[config.mk]
export PLATFORM = sky130hd
export DESIGN_NAME = mtime_ctrl
export DESIGN_NICKNAME = d
export VERILOG_FILES = /design/src/rtl/timer_pkg.sv /design/src/rtl/mtime_prescaler.sv /design/src/rtl/mtime_ctrl.sv
export SDC_FILE = /design/constraint.sdc
export NUM_CORES = 1
export LEC_CHECK = 0
export ABC_AREA = 0
export CAP_MARGIN = 20
export CELL_PAD_IN_SITES_DETAIL_PLACEMENT = 2
export CELL_PAD_IN_SITES_GLOBAL_PLACEMENT = 2
export CORE_MARGIN = 2
export CORE_UTILIZATION = 30
export DETAILED_ROUTE_END_ITERATION = 10
export HOLD_SLACK_MARGIN = 0.05
export PLACE_DENSITY_LB_ADDON = 0.3
export SYNTH_ARGS = -nofsm -noshare
export SYNTH_HDL_FRONTEND = slang
export SYNTH_SLANG_ARGS = --single-unit
export TNS_END_PERCENT = 30
[constraint.sdc]
create_clock -name i_clk -period 5.29 [get_ports i_clk]
set_input_delay 0.7935 -clock i_clk [delete_from_list [all_inputs] [get_ports i_clk]]
set_output_delay 0.7935 -clock i_clk [all_outputs]
set_load 0.02 [all_outputs]
[src/rtl/timer_pkg.sv]
// Shared machine-timer constants: register width, peripheral address offsets,
// and the mtimecmp reset value that keeps MTIP low out of reset.
package timer_pkg;
  localparam int unsigned MTIME_W         = 64;
  localparam int unsigned MTIME_OFFSET    = 0;
  localparam int unsigned MTIMECMP_OFFSET = 8;
  localparam logic [MTIME_W-1:0] DEFAULT_RESET_MTIMECMP = {MTIME_W{1'b1}};
endpackage

[src/rtl/mtime_prescaler.sv]
// Programmable divider: asserts tick_now once every prescale+1 run cycles.
// A >= compare means lowering prescale below the count ticks on the next run cycle.
module mtime_prescaler #(
  parameter int unsigned PRESCALE_W = 16
) (
  input  logic                  i_clk,
  input  logic                  i_reset,
  input  logic                  run,
  input  logic                  clear,
  input  logic [PRESCALE_W-1:0] i_prescale,
  output logic                  tick_now
);
  logic [PRESCALE_W-1:0] count;

  assign tick_now = run && (count >= i_prescale);

  // An mtime write restarts the divide period so the loaded value gets a full period.
  always_ff @(posedge i_clk) begin
    if (i_reset) begin
      count <= '0;
    end else if (clear) begin
      count <= '0;
    end else if (tick_now) begin
      count <= '0;
    end else if (run) begin
      count <= count + 1'b1;
    end
  end
endmodule

[src/rtl/mtime_ctrl.sv]
// Machine-timer state: mtime counter, mtimecmp register, registered MTIP and tick.
// MTIP is computed from next-state values so it never lags the visible registers.
module mtime_ctrl
  import timer_pkg::*;
#(
  parameter int unsigned          PRESCALE_W     = 16,
  parameter logic [MTIME_W-1:0]   RESET_MTIMECMP = DEFAULT_RESET_MTIMECMP
) (
  input  logic                  i_clk,
  input  logic                  i_reset,
  input  logic                  i_enable,
  input  logic                  i_halt,
  input  logic [PRESCALE_W-1:0] i_prescale,
  input  logic                  i_mtime_we,
  input  logic                  i_mtimecmp_we,
  input  logic [MTIME_W-1:0]    i_timer_data,
  output logic [MTIME_W-1:0]    o_mtime,
  output logic [MTIME_W-1:0]    o_mtimecmp,
  output logic                  o_mtip,
  output logic                  o_tick
);
  logic               run;
  logic               tick_now;
  logic [MTIME_W-1:0] mtime_next;
  logic [MTIME_W-1:0] mtimecmp_next;

  assign run = i_enable && !i_halt;

  mtime_prescaler #(
    .PRESCALE_W (PRESCALE_W)
  ) u_prescaler (
    .i_clk      (i_clk),
    .i_reset    (i_reset),
    .run        (run),
    .clear      (i_mtime_we),
    .i_prescale (i_prescale),
    .tick_now   (tick_now)
  );

  // A software write to mtime wins over a coincident tick.
  always_comb begin
    mtime_next = o_mtime;
    if (i_mtime_we) begin
      mtime_next = i_timer_data;
    end else if (tick_now) begin
      mtime_next = o_mtime + 1'b1;
    end
  end

  always_comb begin
    mtimecmp_next = o_mtimecmp;
    if (i_mtimecmp_we) begin
      mtimecmp_next = i_timer_data;
    end
  end

  always_ff @(posedge i_clk) begin
    if (i_reset) begin
      o_mtime    <= '0;
      o_mtimecmp <= RESET_MTIMECMP;
      o_mtip     <= 1'b0;
      o_tick     <= 1'b0;
    end else begin
      o_mtime    <= mtime_next;
      o_mtimecmp <= mtimecmp_next;
      o_mtip     <= (mtime_next >= mtimecmp_next);
      o_tick     <= tick_now && !i_mtime_we;
    end
  end
endmodule

==> impl_metrics.ini <==
[worst_setup_path]
startpoint_type = input pin
crit_family = compound AO/OA/AOI/OAI gates
crit_fanout = 25
worstPathRequired_ps = 5620
cp-end-kind = flip-flop
path_cells = clkdlybuf4s50_1 > inv_1 > ha_1 > nand4_1 > nor4_1 > a22oi_2 > buf_12 > buf_4 > a2111oi_0 > buf_4 > xnor2_1 > a21oi_1 > ha_1 > a21o_1 > a21oi_1 > nand3_1 > nor3b_1 > o31ai_1
r2r_end = o_mtip
slowest_delay_ps = 820
worst-path-buf-inv = 5
regToRegSetupSlack_ps = 800
crit_type = input pin to flip-flop
critPathSlowestCell = a2111oi_0
reg2reg_depth = 15
r2r_start = o_mtime[0]
cp.arrival_ps = 5260

[global_routing]
grt_pass1_vias = 11050
grt_overflow = 0
grt_start_max_net_pins = 68
antenna_found_initial = 0
grt_pass1_wl_um = 62770
grt.total_usage_pct = 23.51

[timing]
fin_worst_skew_ps = 11.98
slew_violations = 0
max_clock_freq_ghz = 0.2026
worst_pin_slew_ps = 867.9
fin_crit_ps = 4937
hold_viol_final = 0
rsz0062_at_grt = no
finalSetupViolations = 0
timing.final.crit_share_pct = 93.33
max_slew_margin_pct = 40.65

[drt]
num_vias = 10100
routed_via_density = 5.402
postRouteAntennaNets = 0
drt_wl_total_um = 39790
routedWlPerCell_um = 21.28
dr.first_iter.drc_count = 415
drcViolationCount = 0
dr.pass1.iters = 5

[clock_tree]
htreeDepth = 4
cts_num_sinks = 146
cts_tree = built
ctsHoldBuffers = 0
cts_inserted_buffers = 17
cts_buffer_depth = 2
worstSkewPairLatency_ps = 440
path_clk_slew_ps = 70
cts-root-buf = clkbuf_16

[floorplanning]
die_h_um = 185.4
start_util_pct = 30.43
die_area_sq_um = 34380
num_rows = 66
die_w_um = 185.4
io_pins = 216
placeableCoreArea_sq_um = 32450

[cells_and_area]
drive_above_1_share_pct = 8.193
antenna_cells = 0
final_area_sq_um = 13300
nets = 1583
synthToLayoutAreaGrowth_pct = 34.69
layout.cells.non_filler = 1870
n_fill_cell = 3627

[run]
maxCapViolCount = 0

[hold_path]
hp-start = o_mtimecmp[58]
whs_path_depth = 2
min_to = o_mtimecmp[58]
hp-class = flip-flop to flip-flop

[logic_synthesis]
syn_inst = 1210
syn_avg_cell_area_sq_um = 8.161
synth_edf_count = 0
ys_seq_elements = 146
synth_cell_types = 55
synthArstFlopShare_pct = 0
yosysSeqAreaShare_pct = 29.60
synth_area_sq_um = 9874
ys_warn_count = 0
synth_fp_nets = 1378
ys.flop_type = dfxtp_1

[place]
finalWeightedCongestion = 0.8196
dp_hpwl_um = 29770
dp.cells = 1838
detailed_place.area_sq_um = 12680
port_buffers = 215

[power]
power.leakage_nw = 5.151
power.density_nw_per_um2 = 248.8
ir_drop_mv = 0.2171

[outcome]
status = completed
[layout by cell type, fill, tap and decap left out, types with 46 or more instances in the layout]
cell	n
nand2b_1	65
nor2_1	98
nand2_1	104
mux2i_1	77
nand3_1	64
buf_4	46
a21oi_1	82
dfxtp_1	146
clkdlybuf4s50_1	212
ha_1	82
[layer usage]
metal  global-route usage (%)  part of all wire, %  vias to the layer above
met1                    29.10                   44                     5026
met2                    40.76                   49                      213
li1                         -                    -                     4814
met4                    7.175                  2.2                        0
met5                        0                    0                        -
met3                    4.856                  4.7                       48
[through the flow]
| stage | utilization (%) | power (mW) | hold slack, ps | TNS, ps | setup WS, ps |
|---|---|---|---|---|---|
| floorplan | - | 1.648 | 457.6 | 0 | 1163 |
| global placement | 39.06 | 1.976 | 472.3 | -0.3748 | -0.3748 |
| detailed placement | 39.06 | 2.005 | 501.1 | -117.6 | -117.6 |
| CTS | 40.98 | 3.354 | 517.6 | 0 | 333.6 |
| global route | 40.98 | 3.477 | 538.8 | 0 | 36.34 |
| finish | 40.98 | 3.309 | 513.6 | 0 | 353.0 |
[cell families (layout without fill, tap and decap cells)]
group           after synthesis  after routing  share of synthesized area, %
mux                          96             96                         9.972
buf+inv                     108            326                         4.156
flops                       146            146                         29.60
fa+ha+maj                    82             82                         10.39
simple gates                501            501                         26.09
compound gates              230            230                         15.62
xor+xnor                     47             47                         4.169
[how the worst max path moves through the flow]
stage,from,end,depth (start not counted)
3_5_place_dp,i_prescale[15],o_mtip,18
3_3_place_gp,i_prescale[15],o_mtip,18
6_report,i_prescale[15],o_mtip,18
4_1_cts,i_prescale[15],o_mtip,18
2_1_floorplan,i_prescale[7],o_mtip,17
5_1_grt,i_prescale[15],o_mtip,18
[registers in the layout, summed over array words and instances (netlist names)]
name and flops:
o_mtip 1, o_tick 1, o_mtimecmp 64, o_mtime 64
u_prescaler.count 16
[cell usage after synthesis (2+ instances only)]
master | instances | area share [%]
xnor2_1 | 33 | 2.9
a2111oi_1 | 4 | 0.41
o21ai_0 | 27 | 1.4
or2_2 | 4 | 0.25
or4_1 | 2 | 0.15
nand2_1 | 104 | 4.0
clkbuf_1 | 68 | 2.6
a2111oi_0 | 13 | 1.2
o211ai_1 | 6 | 0.46
inv_1 | 34 | 1.3
dfxtp_1 | 146 | 30
nor4_1 | 8 | 0.51
and2_1 | 12 | 0.76
mux2_2 | 19 | 2.2
o41ai_1 | 2 | 0.18
o31ai_1 | 3 | 0.23
o311ai_0 | 6 | 0.53
a2111oi_2 | 5 | 0.76
a211oi_1 | 25 | 1.9
nor2_1 | 98 | 3.7
o22ai_1 | 2 | 0.13
and3_1 | 9 | 0.57
buf_2 | 3 | 0.15
a221oi_1 | 2 | 0.18
a21oi_1 | 83 | 4.2
xor2_1 | 14 | 1.2
buf_1 | 2 | 0.076
o221ai_1 | 2 | 0.18
a31oi_1 | 10 | 0.63
and4_1 | 12 | 1.1
nor3_1 | 42 | 2.1
nand3_1 | 64 | 3.2
or3_1 | 8 | 0.51
nor2b_1 | 21 | 1.3
nand2b_1 | 65 | 4.1
a21o_1 | 8 | 0.61
mux2i_1 | 77 | 7.8
nand4_1 | 44 | 2.8
o21a_1 | 7 | 0.53
o21ai_1 | 2 | 0.10
a211o_1 | 6 | 0.53
ha_1 | 82 | 10
nor3b_1 | 3 | 0.23
a22oi_1 | 12 | 0.91
[worst register-to-register path, cell delays in order (launching register included)]
cell       delay, ps
dfxtp_1          480
ha_1             270
inv_1            100
nor4_4           400
buf_4            240
nand4_4          260
a2111oi_0        670
buf_4            220
xnor2_1          100
o21ai_1           70
ha_1             320
nand4_1          120
or3b_2           540
nor2_1           320
nand3_1          130
o31ai_1          190
[where the power goes]
| group | leakage (nW) | internal [mW] | switching (mW) |
|---|---|---|---|
| combinational | 3.65 | 0.337 | 0.400 |
| clock | 0.296 | 0.784 | 0.544 |
| sequential | 1.21 | 1.16 | 0.0813 |
[cell type report]
class / instances / area [sq um] / area share [%]
Timing Repair Buffer: 260 / 2507 / 18.85
Clock buffer: 21 / 470.5 / 3.537
Sequential cell: 146 / 2923 / 21.98
Clock inverter: 11 / 152.6 / 1.148
Tap cell: 442 / 553.0 / 4.158
Multi-Input combinational cell: 956 / 6566 / 49.37
Inverter: 34 / 127.6 / 0.9595
[repair_timing]
action	CTS	global route
setup buffers	0	0
gates resized for setup	0	1
endpoints found under the setup margin	0	1
endpoints found under the hold margin	0	0
Note: power is estimated with default switching activity, not from simulation.
